===== config.mk =====
export PLATFORM = sky130hd
export DESIGN_NAME = weight_fetch_arbiter
export DESIGN_NICKNAME = d
export VERILOG_FILES = /design/src/rtl/weight_fetch_pkg.sv /design/src/rtl/weight_fetch_arbiter_rr_arbiter.sv /design/src/rtl/weight_fetch_arbiter.sv
export SDC_FILE = /design/constraint.sdc
export NUM_CORES = 1
export LEC_CHECK = 0
export ABC_AREA = 1
export CORE_MARGIN = 5
export CORE_UTILIZATION = 47
export CTS_BUF_LIST = sky130_fd_sc_hd__clkbuf_2
export DETAILED_ROUTE_END_ITERATION = 7
export GPL_ROUTABILITY_DRIVEN = 0
export PLACE_DENSITY_LB_ADDON = 0.2
export SYNTH_ARGS = -nofsm -noshare
export SYNTH_HDL_FRONTEND = slang
export SYNTH_SLANG_ARGS = --single-unit
export TNS_END_PERCENT = 5

===== constraint.sdc =====
create_clock -name clk -period 3.1 [get_ports clk]
set_input_delay 0.62 -clock clk [delete_from_list [all_inputs] [get_ports clk]]
set_output_delay 0.62 -clock clk [all_outputs]
set_load 0.05 [all_outputs]

===== src/rtl/weight_fetch_pkg.sv =====
// rtl/weight_fetch_pkg.sv - shared types and constants for the weight fetch arbiter
// State encoding, pipeline constants and id-width helper.
package weight_fetch_pkg;

   typedef enum logic [1:0] {
      IDLE  = 2'd0,
      GRANT = 2'd1,
      BURST = 2'd2,
      DRAIN = 2'd3
   } state_t;

   localparam int ROM_RD_LAT = 1;
   // ROM register plus the response output register.
   localparam int PIPE_DEPTH = ROM_RD_LAT + 1;

   function automatic int id_width(input int n);
      return ($clog2(n) < 1) ? 1 : $clog2(n);
   endfunction

endpackage


===== src/rtl/weight_fetch_arbiter_rr_arbiter.sv =====
// rtl/weight_fetch_arbiter_rr_arbiter.sv - combinational round-robin picker
// Grants the first set request at or after the pointer, wrapping around.
import weight_fetch_pkg::*;

module rr_arbiter #(
   parameter int  NUM_REQ = 4,
   localparam int IW      = id_width(NUM_REQ)
) (
   input  logic [NUM_REQ-1:0] i_req,
   input  logic [IW-1:0]      i_ptr,
   output logic [NUM_REQ-1:0] o_gnt,
   output logic [IW-1:0]      o_gnt_idx,
   output logic               o_gnt_valid
);

   logic [IW-1:0] w_j;

   always_comb begin
      o_gnt       = '0;
      o_gnt_idx   = '0;
      o_gnt_valid = 1'b0;
      w_j         = '0;
      for (int i = 0; i < NUM_REQ; i++) begin
         w_j = IW'((int'(i_ptr) + i) % NUM_REQ);
         if (!o_gnt_valid && i_req[w_j]) begin
            o_gnt_valid = 1'b1;
            o_gnt[w_j]  = 1'b1;
            o_gnt_idx   = w_j;
         end
      end
   end

endmodule


===== src/rtl/weight_fetch_arbiter.sv =====
// rtl/weight_fetch_arbiter.sv - round-robin burst arbiter sharing one weight ROM
// Optional sticky wrap_err output enabled by defining WEIGHT_FETCH_WRAP_ERR_EN.
import weight_fetch_pkg::*;

module weight_fetch_arbiter #(
   parameter int  NUM_REQ    = 4,
   parameter int  ADDR_WIDTH = 10,
   parameter int  DATA_WIDTH = 32,
   parameter int  LEN_WIDTH  = 8,
   localparam int IW         = id_width(NUM_REQ)
) (
   input  logic                          clk,
   input  logic                          rst_n,
   input  logic [NUM_REQ-1:0]            req_valid,
   output logic [NUM_REQ-1:0]            req_ready,
   input  logic [NUM_REQ*ADDR_WIDTH-1:0] req_base,
   input  logic [NUM_REQ*LEN_WIDTH-1:0]  req_len,
   output logic [ADDR_WIDTH-1:0]         rom_addr,
   input  logic signed [DATA_WIDTH-1:0]  rom_data,
   output logic                          rsp_valid,
   output logic signed [DATA_WIDTH-1:0]  rsp_data,
   output logic [IW-1:0]                 rsp_id,
   output logic                          rsp_last,
   output logic                          busy
`ifdef WEIGHT_FETCH_WRAP_ERR_EN
   ,
   output logic                          wrap_err
`endif
);

   state_t                       r_state;
   state_t                       w_next;
   logic [IW-1:0]                r_ptr;
   logic [IW-1:0]                r_gnt_idx;
   logic [IW-1:0]                r_rsp_id;
   logic [IW-1:0]                w_arb_idx;
   logic [NUM_REQ-1:0]           r_req_ready;
   logic [NUM_REQ-1:0]           w_arb_gnt;
   logic                         w_arb_valid;
   logic [ADDR_WIDTH-1:0]        r_rom_addr;
   logic [ADDR_WIDTH-1:0]        w_sel_base;
   logic [LEN_WIDTH-1:0]         r_cnt;
   logic [LEN_WIDTH-1:0]         w_sel_len;
   logic [PIPE_DEPTH-1:0]        r_vld_sr;
   logic [PIPE_DEPTH-1:0]        r_last_sr;
   logic signed [DATA_WIDTH-1:0] r_rsp_data;
   logic                         w_issue;
   logic                         w_issue_last;

   rr_arbiter #(.NUM_REQ(NUM_REQ)) u_rr (
      .i_req       (req_valid),
      .i_ptr       (r_ptr),
      .o_gnt       (w_arb_gnt),
      .o_gnt_idx   (w_arb_idx),
      .o_gnt_valid (w_arb_valid)
   );

   assign w_sel_base   = req_base[r_gnt_idx*ADDR_WIDTH +: ADDR_WIDTH];
   assign w_sel_len    = req_len[r_gnt_idx*LEN_WIDTH +: LEN_WIDTH];
   assign w_issue      = (r_state == BURST);
   assign w_issue_last = w_issue && (r_cnt == LEN_WIDTH'(1));

   always_comb begin
      w_next = r_state;
      case (r_state)
         IDLE:    if (w_arb_valid) w_next = GRANT;
         GRANT:   w_next = (w_sel_len == '0) ? IDLE : BURST;
         BURST:   if (r_cnt == LEN_WIDTH'(1)) w_next = DRAIN;
         DRAIN:   w_next = IDLE;
         default: w_next = IDLE;
      endcase
   end

   always_ff @(posedge clk or negedge rst_n) begin
      if (!rst_n) r_state <= IDLE;
      else        r_state <= w_next;
   end

   always_ff @(posedge clk or negedge rst_n) begin
      if (!rst_n) begin
         r_ptr       <= '0;
         r_gnt_idx   <= '0;
         r_rsp_id    <= '0;
         r_req_ready <= '0;
         r_rom_addr  <= '0;
         r_cnt       <= '0;
         r_vld_sr    <= '0;
         r_last_sr   <= '0;
         r_rsp_data  <= '0;
      end else begin
         r_req_ready <= '0;
         case (r_state)
            IDLE: begin
               if (w_arb_valid) begin
                  r_gnt_idx   <= w_arb_idx;
                  r_req_ready <= w_arb_gnt;
               end
            end
            GRANT: begin
               r_ptr    <= (r_gnt_idx == IW'(NUM_REQ - 1)) ? '0 : r_gnt_idx + IW'(1);
               r_rsp_id <= r_gnt_idx;
               if (w_sel_len != '0) begin
                  r_rom_addr <= w_sel_base;
                  r_cnt      <= w_sel_len;
               end
            end
            BURST: begin
               // Hold the final address so it stays on the bus through DRAIN.
               if (r_cnt != LEN_WIDTH'(1)) begin
                  r_rom_addr <= r_rom_addr + ADDR_WIDTH'(1);
                  r_cnt      <= r_cnt - LEN_WIDTH'(1);
               end
            end
            default: ;
         endcase
         r_vld_sr   <= {r_vld_sr[PIPE_DEPTH-2:0], w_issue};
         r_last_sr  <= {r_last_sr[PIPE_DEPTH-2:0], w_issue_last};
         r_rsp_data <= rom_data;
      end
   end

`ifdef WEIGHT_FETCH_WRAP_ERR_EN
   logic [ADDR_WIDTH:0] w_end;
   logic                r_wrap_err;

   assign w_end = {1'b0, w_sel_base} + (ADDR_WIDTH+1)'(w_sel_len);

   always_ff @(posedge clk or negedge rst_n) begin
      if (!rst_n)
         r_wrap_err <= 1'b0;
      else if (r_state == GRANT && w_end > {1'b1, {ADDR_WIDTH{1'b0}}})
         r_wrap_err <= 1'b1;
   end

   assign wrap_err = r_wrap_err;
`endif

   assign req_ready = r_req_ready;
   assign rom_addr  = r_rom_addr;
   assign rsp_valid = r_vld_sr[PIPE_DEPTH-1];
   assign rsp_last  = r_last_sr[PIPE_DEPTH-1];
   assign rsp_data  = r_rsp_data;
   assign rsp_id    = r_rsp_id;
   assign busy      = (r_state != IDLE);

endmodule


==> results by group, run 1 <==
Critical path
  – Crit path cell chain: inv_1 > ha_1 > inv_1 > clkdlybuf4s50_1
  – Crit path max-delay family: buffers and inverters
  – WS Path Type: reg -> out
  – R2r setup slk: 710 ps
  – Reg2Reg Depth: 10
  – WP buf/inv: 3
  – Peak per-stage delay on the critical path: 810 ps
  – CP Capture Type: output port
  – RR Endpoint: r_cnt[6]
  – CP dominant cell by count: inv_1
  – Crit path arrival time: 2210 ps
  – CP Max Fanout: 7
  – Reg2reg start: r_state[0]
  – Crit-path slowest cell: clkdlybuf4s50_1
  – Worst setup SP type: flop
  – Stages on worst setup path: 4
  – Data required, critical path: 2480 ps

Global routing
  – Vias in the first global route: 3,723
  – First-pass GRT wire length: 17,820 um
  – GRT Overall Usage: 0.2233
  – Initial antenna violation count: 0
  – Largest net degree at the start of global routing: 39
  – GR Overflow Total: 0

Synth
  – Synth Net Count: 612
  – Post-synth EDFFs: 0
  – XOR/XNOR share of the synthesized area: 0.009424
  – Ys flop type: dfrtp_1
  – Synth cell types: 33
  – Syn Inst Count: 487
  – Synth Area in Adders: 0.05049
  – Share of the synthesized area in the top cell type: 0.4443
  – Mux cell area share after synthesis: 0
  – Simple-gate share of the synthesized area: 0.3329
  – #FFs+latches synth: 66
  – Sequential-to-total area share from yosys stat: 0.4443
  – Synth warn: 0
  – Post-Syn Area: 3717 um^2
  – Average size of a mapped cell: 7.633 um^2
  – Synth area leader: dfrtp_1
  – Largest family of logic cells by synthesized area: simple AND/OR/NAND/NOR gates
  – Top cells by area, synth: dfrtp_1 (44%), nand2_1 (16%), nand3_1 (8.5%)
  – Compound-Gate Fraction of Synth Area: 0.08953
  – Share of flip-flops with an asynchronous set or reset: 1.000

Drt
  – WL final: 10,670 um
  – DR iter-0 viols: 202
  – Antenna Nets Post-Route: 0
  – Drt first pass iters: 4
  – Vias: 3,848
  – DR vias/cell: 5.097
  – DRC Markers: 0
  – Routed length per instance: 14.13 um

STA
  – Worst-margin pin slew: 567.0 ps
  – Relative slew slack: 0.6191
  – Final setup TNS: 0 ps
  – Fmax: 0.3532 GHz
  – Setup repair after global routing missed its margin: false
  – Pins Over Slew Limit: 0
  – Final worst path period share: 0.9132
  – Final hold vios: 0
  – Final count of negative-setup-slack endpoints: 0
  – Skew final: 26.01 ps
  – Min Tclk post-route: 2831 ps
  – Final worst slack: 269.1 ps

Clocking
  – Post-CTS sizing: 0
  – Sink Count: 66
  – Clock-pin slew on the worst setup and hold paths: 180 ps
  – Clk buf depth: 2
  – H-tree depth: 3
  – CTS Buf Count: 9
  – CTS root buffer: clkbuf_2
  – CTS tree: yes
  – Worst-skew pair later-pin latency: 480 ps

Layout
  – Fin nets: 773
  – Final std cells w/o fill: 755
  – Share of post-route cells with drive strength above 1: 0.07044
  – Antenna Cells: 0
  – Synth-to-Final Area Change: 49.21%

Pwr
  – Pwr per Cell Area: 918.3 nW/um^2
  – Leakage power total: 2.649 nW
  – Tot Pwr: 0.005093 W
  – Worst IR Drop VDD: 388.3 uV

Die
  – Site Rows: 32
  – IO Pins: 161
  – DIE HEIGHT: 98.94 um
  – Die area: 9788 um^2
  – Initial Util: 0.4811
  – Die X: 98.94 um
  – Core area: 7727 um^2

Min path
  – Hold_sp: r_vld_sr[0]
  – Hold Crit Depth: 0
  – Hold EP: r_vld_sr[1]
  – Hold Path Class: reg -> reg

Placed design
  – Hpwl dp: 8471 um
  – Place WS: 725.4 ps
  – Dpl cells: 738
  – Port-buffer cells: 160

Flow run
  – Max-cap violations: 0

Status
  – Status: complete, no violations
-- how the worst max path moves through the flow --
stage / startpoint / to / slack (ps)
detailed placement: r_state[0] / r_cnt[7] / 730
finish: r_state[0] / busy / 270
CTS: r_state[0] / busy / 230
global placement: r_state[0] / rom_addr[9] / 750
floorplan: rom_addr[0] / rom_addr[8] / 1340
global route: r_state[0] / busy / 130
-- cell usage in the layout (no fill, tap or decap), types with 7 or more instances in the layout --
master	count
o21ai_0	35
inv_1	39
a21oi_1	7
dfrtp_1	66
nand2_1	159
clkbuf_2	9
nand3_1	63
ha_1	15
o22ai_1	9
clkdlybuf4s50_1	159
nor2_1	32
nand2_2	14
-- power breakdown --
group	total, W	switching, W	internal (W)
Clock	0.000666	0.000317	0.000348
Combinational	0.00311	0.00204	0.00107
Sequential	0.00131	0.000226	0.00109
Total	0.00509	0.00259	0.00251
-- routing by layer --
metal  global-route usage  part of all wire  up-vias
met1               0.2915              0.42     1753
li1                     -                 -     1887
met2               0.3636              0.47      197
met4              0.06513             0.013        0
met5                    0                 0        -
met3              0.06157              0.10       11
-- state kept, by name (all words and copies together) (netlist names), named ones only --
signal,cells
rsp_id,2
r_cnt,8
r_ptr,2
r_vld_sr,2
rom_addr,10
r_state,1
r_gnt_idx,2
rsp_data,32
req_ready,4
r_last_sr,2
-- area by class of cell --
type	instances	area, um^2
Fill cell	599	2181
Multi-Input combinational cell	361	1793
Sequential cell	66	1652
Timing Repair Buffer	167	1652
Inverter	43	161.4
Tap cell	102	127.6
Clock inverter	7	116.4
Clock buffer	9	45.04
-- Yosys cell counts (2+ instances only) --
| master | count |
|---|---|
| nand2_2 | 14 |
| buf_6 | 3 |
| nand3_1 | 63 |
| clkinv_1 | 2 |
| o22ai_1 | 9 |
| clkbuf_1 | 8 |
| a21boi_0 | 4 |
| o21ai_0 | 35 |
| a21oi_1 | 7 |
| nand2_1 | 159 |
| inv_1 | 39 |
| nor3_1 | 3 |
| ha_1 | 15 |
| xor2_1 | 4 |
| buf_2 | 4 |
| nor2_1 | 32 |
| nand4_1 | 2 |
| nor2_2 | 3 |
| inv_2 | 2 |
| dfrtp_1 | 66 |
-- logic make-up after synthesis --
group,count (synthesis)
AO/OA/AOI/OAI,60
buffers and inverters,60
flip-flops,66
AND/OR/NAND/NOR,282
adder cells (fa/ha/maj),15
XOR/XNOR,4
-- worst register-to-register path, cell delays in order (launching register included) --
cell and delay, ps:
dfrtp_1 440, inv_1 110, ha_1 150, buf_4 250, clkinv_1 480, nor2_2 290
nor2_2 40, buf_4 200, nand2_4 240, nand2_1 80, nand2_1 70
-- per-stage QoR --
| step | hold slack [ps] | utilization | cell area, um^2 |
|---|---|---|---|
| after global routing | 404.8 | 0.7178 | 5547 |
| final | 373.4 | 0.7178 | 5547 |
| after floorplan | 324.4 | - | 3717 |
| after global placement | 335.0 | 0.6956 | 5375 |
| after detailed placement | 338.7 | 0.6956 | 5375 |
| after CTS | 379.0 | 0.7178 | 5547 |
-- timing repair --
action / in CTS / in global routing
endpoints found under the setup margin: 0 / 0
hold buffers: 1 / 0
buffers inserted: 0 / 0
hold endpoints to repair: 13 / 0
No activity file was read; power rests on OpenSTA's default activity.
==> run 2: changes to the inputs <==
- SLEW_MARGIN: unset -> 20
==> results of run 2 <==
The final DEF is identical to that of run 1; final timing and power are the same.
